$ cat src/rtl/keypad_scan_debounce_pkg.sv
// Shared types and helpers for the matrix keypad scanner and its key arbiter.
package keypad_pkg;

    typedef enum logic [1:0] {
        IDLE,
        DRIVE,
        SAMPLE
    } scan_state_t;

    // Widest pending vector the arbiter helper can search.
    localparam int MAX_KEYS = 256;

    function automatic int num_keys(input int rows, input int cols);
        return rows * cols;
    endfunction

    function automatic int lowest_set_index(input logic [MAX_KEYS-1:0] vec);
        int idx;
        idx = 0;
        for (int i = MAX_KEYS - 1; i >= 0; i--) begin
            if (vec[i]) begin
                idx = i;
            end
        end
        return idx;
    endfunction

endpackage

$ cat src/rtl/keypad_scan_debounce_cell.sv
// One key's debouncer: saturating disagreement counter, debounced level and
// a registered one-cycle pulse on each 0->1 transition.
module key_debounce_cell #(
    parameter int STABLE_SAMPLES = 3
) (
    input  logic clk,
    input  logic rst,
    input  logic clear,
    input  logic sample_en,
    input  logic sample,
    output logic level,
    output logic press,
    output logic rise
);

    localparam int CNT_W = $clog2(STABLE_SAMPLES);
    localparam logic [CNT_W-1:0] CNT_LAST = CNT_W'(STABLE_SAMPLES - 1);

    logic [CNT_W-1:0] cnt_reg;
    logic [CNT_W-1:0] cnt_next;
    logic             flip;

    always_comb begin
        cnt_next = cnt_reg;
        flip     = 1'b0;
        if (sample_en) begin
            if (sample == level) begin
                cnt_next = '0;
            end else if (cnt_reg >= CNT_LAST) begin
                flip     = 1'b1;
                cnt_next = '0;
            end else begin
                cnt_next = cnt_reg + 1'b1;
            end
        end
        // A flip towards the sampled 1 is a new press; a clear suppresses it.
        rise = flip && sample && !clear;
    end

    always_ff @(posedge clk or posedge rst) begin
        if (rst) begin
            cnt_reg <= '0;
            level   <= 1'b0;
            press   <= 1'b0;
        end else if (clear) begin
            cnt_reg <= '0;
            level   <= 1'b0;
            press   <= 1'b0;
        end else begin
            cnt_reg <= cnt_next;
            level   <= level ^ flip;
            press   <= rise;
        end
    end

endmodule

$ cat src/rtl/keypad_scan_debounce.sv
// Matrix keypad front end: column scan FSM, per-key debounce, pending press
// vector and a single valid/ready output slot serving the lowest pending key.
module keypad_scan_debounce
    import keypad_pkg::*;
#(
    parameter int ROWS           = 4,
    parameter int COLS           = 4,
    parameter int SETTLE_CYCLES  = 2,
    parameter int STABLE_SAMPLES = 3
) (
    input  logic                           clk,
    input  logic                           rst,
    input  logic                           en,
    input  logic [ROWS-1:0]                row_i,
    output logic [COLS-1:0]                col_o,
    output logic [ROWS*COLS-1:0]           key_state_o,
    output logic [ROWS*COLS-1:0]           key_press_o,
    output logic [$clog2(ROWS*COLS)-1:0]   key_code_o,
    output logic                           key_valid_o,
    input  logic                           key_ready_i
);

    localparam int KEYS     = num_keys(ROWS, COLS);
    localparam int CODE_W   = $clog2(KEYS);
    localparam int COL_W    = (COLS > 1) ? $clog2(COLS) : 1;
    localparam int SETTLE_W = (SETTLE_CYCLES > 1) ? $clog2(SETTLE_CYCLES) : 1;
    localparam logic [COL_W-1:0]    LAST_COL    = COL_W'(COLS - 1);
    localparam logic [SETTLE_W-1:0] LAST_SETTLE = SETTLE_W'(SETTLE_CYCLES - 1);

    scan_state_t         state_reg, state_next;
    logic [COL_W-1:0]    col_reg, col_next;
    logic [SETTLE_W-1:0] settle_reg, settle_next;
    logic                sample_fire;

    always_ff @(posedge clk or posedge rst) begin
        if (rst) begin
            state_reg  <= IDLE;
            col_reg    <= '0;
            settle_reg <= '0;
        end else begin
            state_reg  <= state_next;
            col_reg    <= col_next;
            settle_reg <= settle_next;
        end
    end

    always_comb begin
        state_next  = state_reg;
        col_next    = col_reg;
        settle_next = settle_reg;
        sample_fire = 1'b0;
        col_o       = '0;
        // Column drive follows the registered state, so it drops one edge after en.
        if (state_reg == DRIVE || state_reg == SAMPLE) begin
            col_o = COLS'(1) << col_reg;
        end
        if (!en) begin
            state_next  = IDLE;
            col_next    = '0;
            settle_next = '0;
        end else begin
            case (state_reg)
                IDLE: begin
                    state_next  = DRIVE;
                    col_next    = '0;
                    settle_next = '0;
                end
                DRIVE: begin
                    if (settle_reg == LAST_SETTLE) begin
                        state_next  = SAMPLE;
                        settle_next = '0;
                    end else begin
                        settle_next = settle_reg + 1'b1;
                    end
                end
                SAMPLE: begin
                    sample_fire = 1'b1;
                    state_next  = DRIVE;
                    col_next    = (col_reg == LAST_COL) ? '0 : col_reg + 1'b1;
                end
                default: begin
                    state_next = IDLE;
                end
            endcase
        end
    end

    logic [KEYS-1:0] key_rise;

    for (genvar gi = 0; gi < KEYS; gi++) begin : g_key
        localparam int KEY_COL = gi / ROWS;
        localparam int KEY_ROW = gi % ROWS;

        key_debounce_cell #(
            .STABLE_SAMPLES(STABLE_SAMPLES)
        ) u_cell (
            .clk      (clk),
            .rst      (rst),
            .clear    (!en),
            .sample_en(sample_fire && (col_reg == COL_W'(KEY_COL))),
            .sample   (row_i[KEY_ROW]),
            .level    (key_state_o[gi]),
            .press    (key_press_o[gi]),
            .rise     (key_rise[gi])
        );
    end

    logic [KEYS-1:0]   pending_reg, pending_next;
    logic              load;
    logic [CODE_W-1:0] load_code;

    always_comb begin
        load      = (!key_valid_o || key_ready_i) && (|pending_reg);
        load_code = CODE_W'(lowest_set_index(MAX_KEYS'(pending_reg)));
        pending_next = pending_reg;
        if (load) begin
            pending_next[load_code] = 1'b0;
        end
        // New presses land after the load decision, so they wait a cycle.
        pending_next = pending_next | key_rise;
    end

    always_ff @(posedge clk or posedge rst) begin
        if (rst) begin
            pending_reg <= '0;
            key_valid_o <= 1'b0;
            key_code_o  <= '0;
        end else if (!en) begin
            pending_reg <= '0;
            key_valid_o <= 1'b0;
            key_code_o  <= '0;
        end else begin
            pending_reg <= pending_next;
            if (load) begin
                key_valid_o <= 1'b1;
                key_code_o  <= load_code;
            end else if (key_ready_i) begin
                key_valid_o <= 1'b0;
            end
        end
    end

endmodule

$ cat config.mk
export PLATFORM = sky130hd
export DESIGN_NAME = keypad_scan_debounce
export DESIGN_NICKNAME = d
export VERILOG_FILES = /design/src/rtl/keypad_scan_debounce_pkg.sv /design/src/rtl/keypad_scan_debounce_cell.sv /design/src/rtl/keypad_scan_debounce.sv
export SDC_FILE = /design/constraint.sdc
export NUM_CORES = 1
export LEC_CHECK = 0
export ABC_AREA = 0
export CORE_MARGIN = 2
export CORE_UTILIZATION = 43
export DETAILED_ROUTE_END_ITERATION = 8
export SLEW_MARGIN = 0
export SYNTH_ARGS = -nofsm -noshare
export SYNTH_HDL_FRONTEND = slang
export SYNTH_SLANG_ARGS = --single-unit
$ cat constraint.sdc
create_clock -name clk -period 6.35 [get_ports clk]
set_clock_uncertainty 0.1 [all_clocks]
set_input_delay 1.905 -clock clk [delete_from_list [all_inputs] [get_ports clk]]
set_output_delay 1.905 -clock clk [all_outputs]
set_load 0.005 [all_outputs]
# Word-level counts from Yosys, hierarchy flattened
# Cells that the tools add are included.
[word_totals]
ff_bits = 90
output_inout_bits = 41
word_cells = 366
inputBits = 8
[op_classes]
muxes = 181
addsub = 18
n_shift = 1
bitwise_logic = 19
eq_ne = 30
magnitude_cmp = 18
n_reduce_logical = 45
[op_table]
columns = ["operator", "count"]
rows = [
  ["$mux 2", 68],
  ["$mux 1", 88],
  ["$mux 4", 19],
  ["$logic_and 1x1->1", 38],
  ["$add 2x1->2 const B", 17],
  ["$ge 2x2->1 const B", 16],
  ["$mux 16", 2],
  ["$and 16x16->16", 1],
  ["$eq 1x1->1", 16],
  ["$not 16->16", 1],
  ["$or 16x16->16", 1],
  ["$reduce_or 16->1", 1],
  ["$xor 1x1->1", 16],
  ["$ne 2x1->1 const B", 5],
  ["$ne 3x1->1 const B", 3],
  ["$pmux 2 s2", 2],
  ["$eq 2x2->1 const B", 3],
  ["$lt 4x5->1 const B", 1],
  ["$demux 1 s4", 1],
  ["$eq 2x1->1 const B", 2],
  ["$ge 4x1->1 const B", 1],
  ["$logic_not 2->1", 2],
  ["$shl 1x2->4 const A", 1],
  ["$ne 3x3->1 const B", 1],
  ["other kinds (5)", 6],
]

# Depth between registers and ports, before layout
[logic_depth]
ltp_word = 25
mapped_depth = 8
mapped_depth_nobuf = 7

# By module
# A second synthesis with hierarchy kept.
[unflattened]
cells_unflattened = 446
area_unflattened_um2 = 4579.4
[by_module_without_submodules]
columns = ["mod", "cells_per_inst", "area_each_um2", "seq_area_each_um2", "n_inst"]
rows = [
  ["key_debounce_cell", 17, 191.4, 100.1, 16],
  ["keypad_scan_debounce", 174, 1516.5, 650.6, 1],
]

# Least setup slack after synthesis
# Ideal clock, no wire load.
[synth_path]
path_kind = "input to register"
start = "input en"
end = "register g_key[2].u_cell.cnt_reg[0]"
stages = 6
required_time_ns = 6.172
arrival_ns = 2.961
setup_slack_ns = 3.211
setup_time_ns = 0.078
path_cell_list = "buf_2 -> and3_1 -> clkbuf_1 -> clkbuf_1 -> nand3_1 -> a21oi_1"
[synth_between]
elab_chain_cells = 3
[synth_lines]
columns = ["item", "line_no", "rtl"]
rows = [
  ["start: declaration", "keypad_scan_debounce.sv:13", "input logic en,"],
  ["$mux 1", "keypad_scan_debounce.sv:57", "if (!en) begin"],
  ["$logic_and 1x1->1", "keypad_scan_debounce.sv:100", ".sample_en(sample_fire && (col_reg == COL_W'(KEY_COL))),"],
  ["$ne 2x1->1 (no line)", "-", ""],
  ["end signal: assignment", "keypad_scan_debounce_cell.sv:50", "cnt_reg <= cnt_next;"],
  ["end: declaration", "keypad_scan_debounce_cell.sv:19", "logic [CNT_W-1:0] cnt_reg;"],
]
# Several ways; a longest one is shown, not always the timed one.
# A chain may end at the register's enable or synchronous reset.

# Worst setup path in the final report
[layout_path]
start = "input en"
end = "register pending_reg[8]"
[layout_between]
elab_chain_cells = 7
[layout_lines]
columns = ["item", "line_no", "rtl"]
rows = [
  ["$mux 1", "keypad_scan_debounce.sv:57", ""],
  ["$logic_and 1x1->1", "keypad_scan_debounce.sv:100", ""],
  ["$mux 1", "keypad_scan_debounce_cell.sv:26", "if (sample_en) begin"],
  ["$logic_and 1x1->1 (2 in series)", "keypad_scan_debounce_cell.sv:37", "rise = flip && sample && !clear;"],
  ["$or 16x16->16", "keypad_scan_debounce.sv:120", "pending_next = pending_next | key_rise;"],
  ["$mux 16 *", "keypad_scan_debounce.sv:128", "end else if (!en) begin"],
  ["end signal: assignment", "keypad_scan_debounce.sv:133", "pending_reg <= pending_next;"],
  ["end: declaration", "keypad_scan_debounce.sv:108", "logic [KEYS-1:0] pending_reg, pending_next;"],
]
# Every way passes the cells marked *; elsewhere a longest branch is shown, timed or not.

==> metrics <==
Total GRT Usage=20.0%; placed cell count=601; CTS root buffer=clkbuf_8; Seq pwr share=52.5%; final core occ=49.1%; total core area=10200 sq um; drt pass-1 iters=4; DRT antenna net count=0; CP dominant cell by count=nor3_1; H-tree Lvls=3; sequential area share after synthesis=50.7%; Pins Over Slew Limit=0; CP Cell Sequence=clkdlybuf4s50_1 > and3_1 > nand2_1 > nor3_1 > nor3_1 > a21oi_1; share of layout cells above drive strength 1=6.28%; NetSw=0.291 mW; ANT cells=0; Cell Pwr Density=228 nW/um^2; crit path DAT=4.47 ns; Worst-Skew Late Latency=0.37 ns; Hold Buf Count CTS=0; Clk pin slew, worst setup/hold paths=0.09 ns; WL/cell=16.8 um; Relative slew margins=27.3%; Power, Total=1.14 mW; crit path time final=4.27 ns; CTS buffer count=9; WHS=0.408 ns; total negative slack=0 ns; number of synthesized flops with an enable pin=0; first-pass GRT wire length=17300 um; die area=11200 sq um; critical path class=in -> reg; largest net degree at the start of global routing=60; Slowest-stage cell, CP=clkdlybuf4s50_1; Die H=106 um; row cnt=37; Lkg Pwr=2.12 nW; Slew @ Worst Pin=1.09 ns; r2r startpoint=state_reg[0]; Syn Inst Count=464; top_reg_cell synth=dfrtp_1; Max Fclk=0.234 GHz; number of synthesized register bits=90; syn_nets=480; CTS tree=built; crit path launch type=primary input; die span in x=106 um; grt ovf=0; final setup fails=0; Comb pwr share=11.2%; Clock Power Share=36.3%; Initial Util=43.6%; GP Congestion=0.928; syn avg cell area=9.58 sq um; 1st-iter DRT viols=164; # clock sinks=90; Synth cell types=50; via count=3329; RSZ-0062 raised after global routing=no; Max-Cap Viols=0; CTS Buffer Depth=2; commonest non-fill, non-tap cell in the layout=dfrtp_1; io pins=49; Final Hold Viols=0; vias in the first global route=3220; Worst Path Max Fanout=29; area delta synth->final=12.5%; Final nets=492; VDD IR max=143 uV; Tcrit/Tclk final=67.2%; Post-route DRC=0; switching share of total power=25.5%; Pint=0.849 mW; non-filler cells, final=614; Critical Path Source=en; postcts setup bufs=0; Worst setup EP type=flip-flop; number of port buffers=48; Critical Path RT=6.55 ns; Detail Placement HPWL=7220 um; vias per cell=5.42; Min-Delay Path Class=reg -> reg; critical path buffer and inverter count=1; max FFs per register=32; outcome=complete, no violations; YS warnings=0; Slowest Stage Delay on Critical Path=1.19 ns; HP Start=g_key[13].u_cell.cnt_reg[0]; # resized after CTS=0; Post-synth ARST share=100%; DRT Wirelength=10300 um; commonest non-fill, non-tap cells in the layout=dfrtp_1, nand2_1, clkdlybuf4s50_1; Crit path max-delay family=simple AND/OR/NAND/NOR gates; antenna violations before repair=0; Netlist Area Pre-Place=4450 sq um
==> stage by stage <==
step	setup WS, ns	area (sq um)
3_3_place_gp	1.73	4810
3_5_place_dp	1.67	4810
2_1_floorplan	2.01	4450
4_1_cts	2.07	5000
6_report	2.08	5000
5_1_grt	1.80	5000
==> Yosys cell counts, types with 2 or more instances <==
cell type | number | area share, %
buf_4 | 32 | 5.4
nand3_1 | 39 | 4.4
nor2_1 | 42 | 3.5
mux2i_1 | 2 | 0.45
ha_1 | 8 | 2.3
or4_4 | 3 | 0.76
a31o_2 | 2 | 0.39
xor2_1 | 13 | 2.6
nand2b_1 | 8 | 1.1
nor2b_1 | 3 | 0.42
o311ai_1 | 4 | 0.79
and2_1 | 5 | 0.70
nand2_1 | 56 | 4.7
inv_1 | 7 | 0.59
o21ai_0 | 15 | 1.7
nor4_1 | 2 | 0.28
clkbuf_1 | 13 | 1.1
nor3_1 | 20 | 2.3
xnor2_1 | 4 | 0.79
o21bai_1 | 2 | 0.34
buf_2 | 4 | 0.45
and3_1 | 4 | 0.56
nor4b_1 | 6 | 1.2
dfrtp_1 | 90 | 51
a21oi_1 | 45 | 5.1
a32o_1 | 11 | 2.5
==> path summary, 6_finish.rpt <==
path / to / slack (ns) / cells after the start
hold / removal: g_key[13].u_cell.cnt_reg[1] / 0.41 / 1
setup reg to reg: pending_reg[8] / 3.92 / 7
setup / recovery: pending_reg[8] / 2.08 / 6
max in group asynchronous: pending_reg[7] / 3.19 / 3
hold reg to reg: g_key[13].u_cell.cnt_reg[1] / 0.41 / 1
min in group asynchronous: g_key[0].u_cell.press / 1.97 / 2
==> power groups by stage <==
stage	Clock, mW	Sequential, mW	Combinational, mW
3_3_place_gp	0	0.609	0.129
4_1_cts	0.421	0.599	0.131
3_5_place_dp	0	0.610	0.130
6_report	0.414	0.598	0.128
5_1_grt	0.446	0.600	0.148
2_1_floorplan	0	0.606	0.0871
==> worst reg2reg max path: cells and delay by family, from the launching register on <==
kind                       cells  cell delay (ns)
and+or+nand+nor                4             1.15
DFF                            1             0.45
adders and majority gates      1             0.36
buffers and inverters          1             0.16
AOI/OAI and AO/OA              1             0.14
==> layer usage <==
metal / share of wire [%] / track usage [%] / routed length (um)
met5: 0 / 0 / 0
met4: 1.5 / 6.02 / 150
met3: 5.4 / 5.69 / 555
met2: 46 / 30.0 / 4780
met1: 47 / 28.1 / 4830
==> area by class of cell <==
class | instances | area (sq um)
Clock buffer | 9 | 124
Clock inverter | 4 | 70.1
Fill cell | 947 | 5180
Inverter | 8 | 31.3
Multi-Input combinational cell | 316 | 1850
Sequential cell | 90 | 2250
Tap cell | 136 | 170
Timing Repair Buffer | 51 | 503
==> cell families (layout without fill, tap and decap cells) <==
logic type,after synthesis,in the layout,synth area share [%]
xor gates and xnor gates,17,17,3.35
muxes,3,3,0.704
AOI/OAI and AO/OA,94,94,13.8
DFF,90,90,50.7
buffers and inverters,58,72,7.71
adders and majority gates,8,8,2.25
and+or+nand+nor,194,194,21.5
Power figures use the tool's default switching activity.
